File: config.mk
export PLATFORM = sky130hd
export DESIGN_NAME = seq_alu
export DESIGN_NICKNAME = d
export VERILOG_FILES = /design/src/rtl/seq_alu_pkg.sv /design/src/rtl/seq_alu_step.sv /design/src/rtl/seq_alu.sv
export SDC_FILE = /design/constraint.sdc
export NUM_CORES = 1
export LEC_CHECK = 0
export CAP_MARGIN = 0
export CORE_ASPECT_RATIO = 0.9
export CORE_MARGIN = 1
export CORE_UTILIZATION = 53
export DETAILED_ROUTE_END_ITERATION = 10
export HOLD_SLACK_MARGIN = 0.03
export PLACE_DENSITY_LB_ADDON = 0.12
export SLEW_MARGIN = 40
export SYNTH_ARGS = -nofsm -noshare
export SYNTH_HDL_FRONTEND = slang
export SYNTH_SLANG_ARGS = --single-unit
File: constraint.sdc
create_clock -name Clock -period 4.8 [get_ports Clock]
set_input_delay 0.96 -clock Clock [delete_from_list [all_inputs] [get_ports Clock]]
set_output_delay 0.96 -clock Clock [all_outputs]
set_load 0.05 [all_outputs]
File: src/rtl/seq_alu_pkg.sv
// Shared opcodes, FSM states and flag bit positions for the sequential ALU.
package seq_alu_pkg;

  localparam logic [3:0] OP_PASS_A = 4'b0000;
  localparam logic [3:0] OP_PASS_B = 4'b0001;
  localparam logic [3:0] OP_NOT_A  = 4'b0010;
  localparam logic [3:0] OP_NOT_B  = 4'b0011;
  localparam logic [3:0] OP_ADD    = 4'b0100;
  localparam logic [3:0] OP_ADC    = 4'b0101;
  localparam logic [3:0] OP_SUB    = 4'b0110;
  localparam logic [3:0] OP_AND    = 4'b0111;
  localparam logic [3:0] OP_OR     = 4'b1000;
  localparam logic [3:0] OP_XOR    = 4'b1001;
  localparam logic [3:0] OP_NAND   = 4'b1010;
  localparam logic [3:0] OP_LSL    = 4'b1011;
  localparam logic [3:0] OP_LSR    = 4'b1100;
  localparam logic [3:0] OP_ASR    = 4'b1101;
  localparam logic [3:0] OP_CSL    = 4'b1110;
  localparam logic [3:0] OP_CSR    = 4'b1111;

  typedef enum logic [1:0] {
    S_IDLE = 2'd0,
    S_EXEC = 2'd1,
    S_DONE = 2'd2
  } state_t;

  localparam int FLAG_Z = 3;
  localparam int FLAG_C = 2;
  localparam int FLAG_N = 1;
  localparam int FLAG_O = 0;

  function automatic logic is_shift_op(input logic [3:0] op);
    return op >= OP_LSL;
  endfunction

  function automatic logic is_arith_op(input logic [3:0] op);
    return op inside {OP_ADD, OP_ADC, OP_SUB};
  endfunction

endpackage

File: src/rtl/seq_alu_step.sv
// One combinational ALU operation or one single-bit shift step at full or half width.
module seq_alu_step
  import seq_alu_pkg::*;
#(
  parameter int WIDTH = 32
) (
  input  logic [3:0]       op,
  input  logic             half,
  input  logic [WIDTH-1:0] a,
  input  logic [WIDTH-1:0] b,
  input  logic             cin,
  output logic [WIDTH-1:0] res,
  output logic             cout,
  output logic             ovf
);

  localparam int H = WIDTH / 2;

  logic [WIDTH-1:0] add_b;
  logic             add_ci;
  logic [WIDTH:0]   sum;
  logic             sa, sb, sr;
  logic [H-1:0]     lo, sh_lo;
  logic [WIDTH-1:0] sh_full;
  logic             out_lo, out_full;

  always_comb begin
    add_b  = (op == OP_SUB) ? ~b : b;
    add_ci = 1'b0;
    if (op == OP_ADC) add_ci = cin;
    if (op == OP_SUB) add_ci = 1'b1;
    sum = {1'b0, a} + {1'b0, add_b} + {{WIDTH{1'b0}}, add_ci};
    sa  = half ? a[H-1]     : a[WIDTH-1];
    sb  = half ? add_b[H-1] : add_b[WIDTH-1];
    sr  = half ? sum[H-1]   : sum[WIDTH-1];
  end

  // Half-width shifts act on the low half only; the result is re-extended.
  always_comb begin
    lo       = a[H-1:0];
    sh_full  = {a[WIDTH-2:0], 1'b0};
    out_full = a[WIDTH-1];
    sh_lo    = {lo[H-2:0], 1'b0};
    out_lo   = lo[H-1];
    case (op)
      OP_LSR: begin
        sh_full = {1'b0, a[WIDTH-1:1]};       out_full = a[0];
        sh_lo   = {1'b0, lo[H-1:1]};          out_lo   = lo[0];
      end
      OP_ASR: begin
        sh_full = {a[WIDTH-1], a[WIDTH-1:1]}; out_full = a[0];
        sh_lo   = {lo[H-1], lo[H-1:1]};       out_lo   = lo[0];
      end
      OP_CSL: begin
        sh_full = {a[WIDTH-2:0], a[WIDTH-1]}; out_full = a[WIDTH-1];
        sh_lo   = {lo[H-2:0], lo[H-1]};       out_lo   = lo[H-1];
      end
      OP_CSR: begin
        sh_full = {a[0], a[WIDTH-1:1]};       out_full = a[0];
        sh_lo   = {lo[0], lo[H-1:1]};         out_lo   = lo[0];
      end
      default: ;
    endcase
  end

  always_comb begin
    res  = a;
    cout = cin;
    ovf  = 1'b0;
    case (op)
      OP_PASS_A: res = a;
      OP_PASS_B: res = b;
      OP_NOT_A:  res = ~a;
      OP_NOT_B:  res = ~b;
      OP_ADD, OP_ADC, OP_SUB: begin
        res  = sum[WIDTH-1:0];
        // carry into bit H is the carry out of the low half
        cout = half ? (sum[H] ^ a[H] ^ add_b[H]) : sum[WIDTH];
        ovf  = (sa == sb) && (sr != sa);
      end
      OP_AND:  res = a & b;
      OP_OR:   res = a | b;
      OP_XOR:  res = a ^ b;
      OP_NAND: res = ~(a & b);
      default: begin
        res  = half ? {{H{sh_lo[H-1]}}, sh_lo} : sh_full;
        cout = half ? out_lo : out_full;
      end
    endcase
  end

endmodule

File: src/rtl/seq_alu.sv
// Sequential ALU: single-cycle logic/arith ops, bit-serial shifts, optional
// shift-add multiply enabled by SEQ_ALU_MUL_EN.
//   state  | meaning
//   S_IDLE | waiting for Start, operands latched on accept
//   S_EXEC | computing; one step per cycle for shifts/multiply
//   S_DONE | result and flags just updated, Done pulse
module seq_alu
  import seq_alu_pkg::*;
#(
  parameter int WIDTH = 32,
  parameter int SHW   = $clog2(WIDTH)
) (
  input  logic             Clock,
  input  logic             Reset,
  input  logic             Start,
  input  logic [WIDTH-1:0] A,
  input  logic [WIDTH-1:0] B,
  input  logic [4:0]       FunSel,
  input  logic [SHW-1:0]   ShAmt,
  input  logic             WF,
`ifdef SEQ_ALU_MUL_EN
  input  logic             Mul,
`endif
  output logic             Busy,
  output logic             Done,
  output logic [WIDTH-1:0] ALUOut,
  output logic [3:0]       FlagsOut
);

  localparam int H  = WIDTH / 2;
  localparam int CW = (SHW > $clog2(WIDTH)) ? SHW : $clog2(WIDTH);

  state_t           state, state_nxt;
  logic [3:0]       op_r;
  logic             half_r, wf_r, c_run;
  logic [WIDTH-1:0] work, opb;
  logic [CW-1:0]    cnt;
  logic             is_mul, iter, do_step, last, accept;
  logic [3:0]       step_op;
  logic             step_half;
  logic [WIDTH-1:0] step_b, step_res, fin_val;
  logic             step_cout, step_ovf, fin_c, act_half, z_act, n_act;
  logic [3:0]       flags_nxt;

`ifdef SEQ_ALU_MUL_EN
  logic         mul_r;
  logic [H-1:0] mplier;
  assign is_mul = mul_r;
`else
  assign is_mul = 1'b0;
`endif

  function automatic logic [WIDTH-1:0] sext_half(input logic [H-1:0] x);
    return {{H{x[H-1]}}, x};
  endfunction

  assign accept  = (state == S_IDLE) && Start;
  assign iter    = is_mul || is_shift_op(op_r);
  assign do_step = !iter || (cnt != '0);
  assign last    = !iter || (cnt <= CW'(1));
  assign Busy    = (state == S_EXEC);
  assign Done    = (state == S_DONE);

  always_comb begin
    step_op   = op_r;
    step_half = half_r;
    step_b    = opb;
`ifdef SEQ_ALU_MUL_EN
    if (mul_r) begin
      step_op   = OP_ADD;
      step_half = 1'b0;
      step_b    = mplier[0] ? opb : '0;
    end
`endif
  end

  seq_alu_step #(.WIDTH(WIDTH)) u_step (
    .op   (step_op),
    .half (step_half),
    .a    (work),
    .b    (step_b),
    .cin  (c_run),
    .res  (step_res),
    .cout (step_cout),
    .ovf  (step_ovf)
  );

  always_comb begin
    fin_val   = do_step ? step_res : work;
    fin_c     = do_step ? step_cout : c_run;
    act_half  = half_r && !is_mul;
    z_act     = act_half ? (fin_val[H-1:0] == '0) : (fin_val == '0);
    n_act     = act_half ? fin_val[H-1] : fin_val[WIDTH-1];
    flags_nxt = FlagsOut;
    if (wf_r) begin
      flags_nxt[FLAG_Z] = z_act;
      if (is_mul) begin
        flags_nxt[FLAG_N] = n_act;
        flags_nxt[FLAG_C] = 1'b0;
        flags_nxt[FLAG_O] = 1'b0;
      end else begin
        if (op_r != OP_ASR) flags_nxt[FLAG_N] = n_act;
        if (is_arith_op(op_r) || is_shift_op(op_r)) flags_nxt[FLAG_C] = fin_c;
        if (is_arith_op(op_r)) flags_nxt[FLAG_O] = step_ovf;
      end
    end
  end

  always_ff @(posedge Clock or negedge Reset) begin
    if (!Reset) state <= S_IDLE;
    else        state <= state_nxt;
  end

  always_comb begin
    state_nxt = state;
    case (state)
      S_IDLE:  if (Start) state_nxt = S_EXEC;
      S_EXEC:  if (last)  state_nxt = S_DONE;
      S_DONE:  state_nxt = S_IDLE;
      default: state_nxt = S_IDLE;
    endcase
  end

  always_ff @(posedge Clock or negedge Reset) begin
    if (!Reset) begin
      op_r     <= '0;
      half_r   <= 1'b0;
      wf_r     <= 1'b0;
      c_run    <= 1'b0;
      work     <= '0;
      opb      <= '0;
      cnt      <= '0;
      ALUOut   <= '0;
      FlagsOut <= '0;
`ifdef SEQ_ALU_MUL_EN
      mul_r    <= 1'b0;
      mplier   <= '0;
`endif
    end else if (accept) begin
      op_r   <= FunSel[3:0];
      half_r <= ~FunSel[4];
      wf_r   <= WF;
      c_run  <= FlagsOut[FLAG_C];
      work   <= FunSel[4] ? A : sext_half(A[H-1:0]);
      opb    <= FunSel[4] ? B : sext_half(B[H-1:0]);
      cnt    <= CW'(ShAmt);
`ifdef SEQ_ALU_MUL_EN
      mul_r  <= Mul;
      mplier <= B[H-1:0];
      if (Mul) begin
        work <= '0;
        opb  <= {{H{1'b0}}, A[H-1:0]};
        cnt  <= CW'(H);
      end
`endif
    end else if (state == S_EXEC) begin
      if (do_step) begin
        work  <= step_res;
        c_run <= step_cout;
      end
      if (iter && (cnt != '0)) cnt <= cnt - CW'(1);
`ifdef SEQ_ALU_MUL_EN
      if (mul_r) begin
        opb    <= opb << 1;
        mplier <= mplier >> 1;
      end
`endif
      if (last) begin
        ALUOut   <= fin_val;
        FlagsOut <= flags_nxt;
      end
    end
  end

endmodule

==> run summary <==
Die ar.: 22100 µm²
Family with the most delay on the worst path: compound AO/OA/AOI/OAI gates
Via-to-Cell Ratio: 6.75
Setup repair after global routing missed its margin: false
Worst slew margin relative to its limit: 40.9%
Net count of the mapped netlist: 1664
GRT met1 Usage: 61.0%
Type of the worst setup path: reg -> reg
Total number of nets in the final design: 1744
Most used routing layer in global routing: met1
Most frequent standard cell in the layout excluding fill and tap cells: sky130_fd_sc_hd__nand2_1
H-tree depth reported by CTS: 4
DRT Wirelength: 47100 µm
Post-synthesis cell area: 11400 µm²
Global router's overall resource usage: 43.2%
Gr ovfl total: 0
Die Width: 157 µm
DRC violation count after routing: 0
Area growth from synthesis to layout: 18.1%
Dominant cells by area after synthesis: sky130_fd_sc_hd__dfrtp_1 (25%), sky130_fd_sc_hd__ha_1 (11%), sky130_fd_sc_hd__nand2_1 (6.6%)
Clock tree skew after final layout: 0.0137 ns
Timing-limited maximum frequency: 234 MHz
Max_cap viols: 0
Netlist cell types: 89
Top-area cell type share of the netlist area: 25.0%
Iteration-0 DRC count of the detailed router: 1910
Global-route wire length before repair: 70800 µm
Layout cell share with drive strength beyond 1: 7.41%
Setup_tns: 0 ns
Number of global-route vias before repair: 11571
Number of buffers and inverters on the critical path: 1
TritonCTS clock tree: built
Type of the tightest min-delay check: reg -> reg
Largest stage delay on the critical path: 0.58 ns
Worst Setup End Kind: register
Clock-pin slew reported for the worst setup and hold paths after clock tree synthesis: 0.06 ns
GR met2 Demand/Resource: 59.2%
Smallest hold slack: 0.470 ns
Number of pins exceeding their max-slew limit in the final report: 0
Number of cell rows: 50
Number of nets with antenna violations after routing: 0
Initial core utilization: 54.4%
Count of hold-fix buffers inserted at cts: 0
Critical path peak fanout: 25
#FFs+latches synth: 114
Master of the slowest instance on the critical path: sky130_fd_sc_hd__dfrtp_4
Predominant post-synthesis flop cell: sky130_fd_sc_hd__dfrtp_1
Clock latency at the later pin of the worst-skew pair: 0.44 ns
Cell accounting for the most synthesized area: sky130_fd_sc_hd__dfrtp_1
Per-instance average area after synthesis: 7.66 µm²
Syn. warnings: 0
Wire length per cell after detailed routing: 25.2 µm
Port buffer count: 115
Number of failing hold endpoints at the final stage: 0
Length of the first detailed-routing pass in iterations: 7
Hold Crit Start: ALUOut[22]
Initial antenna violation count: 2
Largest buffer count on any clock path: 2
Signal arrival time at the worst endpoint: 4.59 ns
Die outline height: 141 µm
Crit share post-route: 89.1%
Crit path launch: op_r[1]
Total of fill cells in the finished design: 1894
Finish-stage setup viols: 0
Worst reg2reg startpoint: op_r[1]
Ports placed on the boundary: 116
Fraction of the yosys area taken by sequential cells: 25.0%
# Post-CTS Setup Buffers: 0
Root buffer cell: sky130_fd_sc_hd__clkbuf_16
Num Clock Sinks: 114
Status: finished, final reports clean
Gate Count Post-Synth: 1487
Pin count of the biggest net entering global routing: 72
Post-cts repair resize count: 0
Ys async rst share: 100%
Leading cell types in the layout, fill and taps excluded: sky130_fd_sc_hd__nand2_1 (199), sky130_fd_sc_hd__o21ai_0 (127), sky130_fd_sc_hd__a21oi_1 (118)
Via count of the routed design: 12601
Minimum clock period after layout: 4.28 ns
Nature of the critical path startpoint: register
Core Footprint: 21000 µm²
Transition time of the tightest slew-check pin: 0.887 ns
CP required: 5.11 ns
Count of flip-flops with a built-in enable after synthesis: 0
Number of buffers created by CTS: 17
Hpwl dp: 35000 µm
Final weighted congestion of routability-driven global placement: 1.07
GR Util met3: 17.4%
Crit path cell chain: nand2b_1 > nor2_4 > buf_12 > xnor2_1 > ha_1 > a21oi_1 > o21a_1 > a2bb2oi_1 > a31oi_1 > o21ai_0 > a21boi_0 > o21ai_0 > nand3_1 > a31oi_1 > a21oi_1
cells by family after synthesis:
logic type | count (synthesis) | share of synthesized area (%)
AOI/OAI and AO/OA | 515 | 29.1
muxes | 40 | 3.57
buffers and inverters | 193 | 6.80
and+or+nand+nor | 444 | 18.2
adders and majority gates | 99 | 11.0
DFF | 114 | 25.0
xor gates and xnor gates | 82 | 6.30
routing by layer:
layer | wire (µm) | up-vias
met4 | 1450 | 0
met1 | 19400 | 5868
met2 | 18600 | 1034
met3 | 7770 | 144
li1 | - | 5555
met5 | 0 | -
worst min-delay path: stages, from the launching register on:
cell and delay, ns:
sky130_fd_sc_hd__dfrtp_1 0.33, sky130_fd_sc_hd__nand2_1 0.05, sky130_fd_sc_hd__nand2_1 0.05
flip-flops by register name, indices dropped and copies added, names as in the netlist:
name,count
state,2
opb,32
work,32
op_r,4
FlagsOut,4
ALUOut,32
cnt,5
wf_r,1
act_half,1
c_run,1
cells in the mapped netlist, drive strengths merged, types with 7 or more instances:
cell / number
clkbuf: 79
xor2: 28
buf: 26
nand4: 12
and3: 14
a22oi: 28
o21bai: 7
a211oi: 30
mux2i: 35
a21o: 12
o22ai: 32
nand2b: 9
nor3: 31
nor2: 76
inv: 88
xnor2: 54
ha: 97
a2111oi: 7
nor4: 7
and2: 10
nor2b: 19
a32oi: 7
o221ai: 10
nand3: 35
a21oi: 119
a221oi: 13
o211ai: 27
a31oi: 17
dfrtp: 114
o21ai: 141
nand2: 200
area by class of cell:
class / instances / area (µm²) / share of cell area (%)
clock inverter: 11 / 113 / 0.837
clock buffer: 21 / 450 / 3.35
tap: 286 / 358 / 2.66
inverter: 88 / 330 / 2.45
timing repair buffer: 166 / 1550 / 11.5
sequential: 114 / 2860 / 21.2
antenna: 1 / 2.50 / 0.0186
multi-input combinational: 1180 / 7800 / 58.0
per-stage QoR:
stage,setup slack [ns],utilization [%],instances,area (µm²)
finish,0.522,64.2,1867,13500
global route,0.328,64.2,1866,13500
CTS,0.415,64.1,1866,13400
detailed placement,0.441,61.5,1834,12900
global placement,0.505,61.4,1834,12900
floorplan,0.00869,-,1487,11400
path summary, 6_finish.rpt:
kind	depth (start not counted)	to	slack [ns]
worst max-delay path	15	FlagsOut[2]	0.52
worst min-delay path	2	ALUOut[22]	0.47
worst max register to register	15	FlagsOut[2]	0.52
worst min register to register	2	ALUOut[22]	0.47
max in group asynchronous	2	act_half	3.30
min in group asynchronous	1	state[1]	0.55
Power is not shown: default switching activity piles up to over one toggle a cycle in this logic, so the estimate is an artifact.
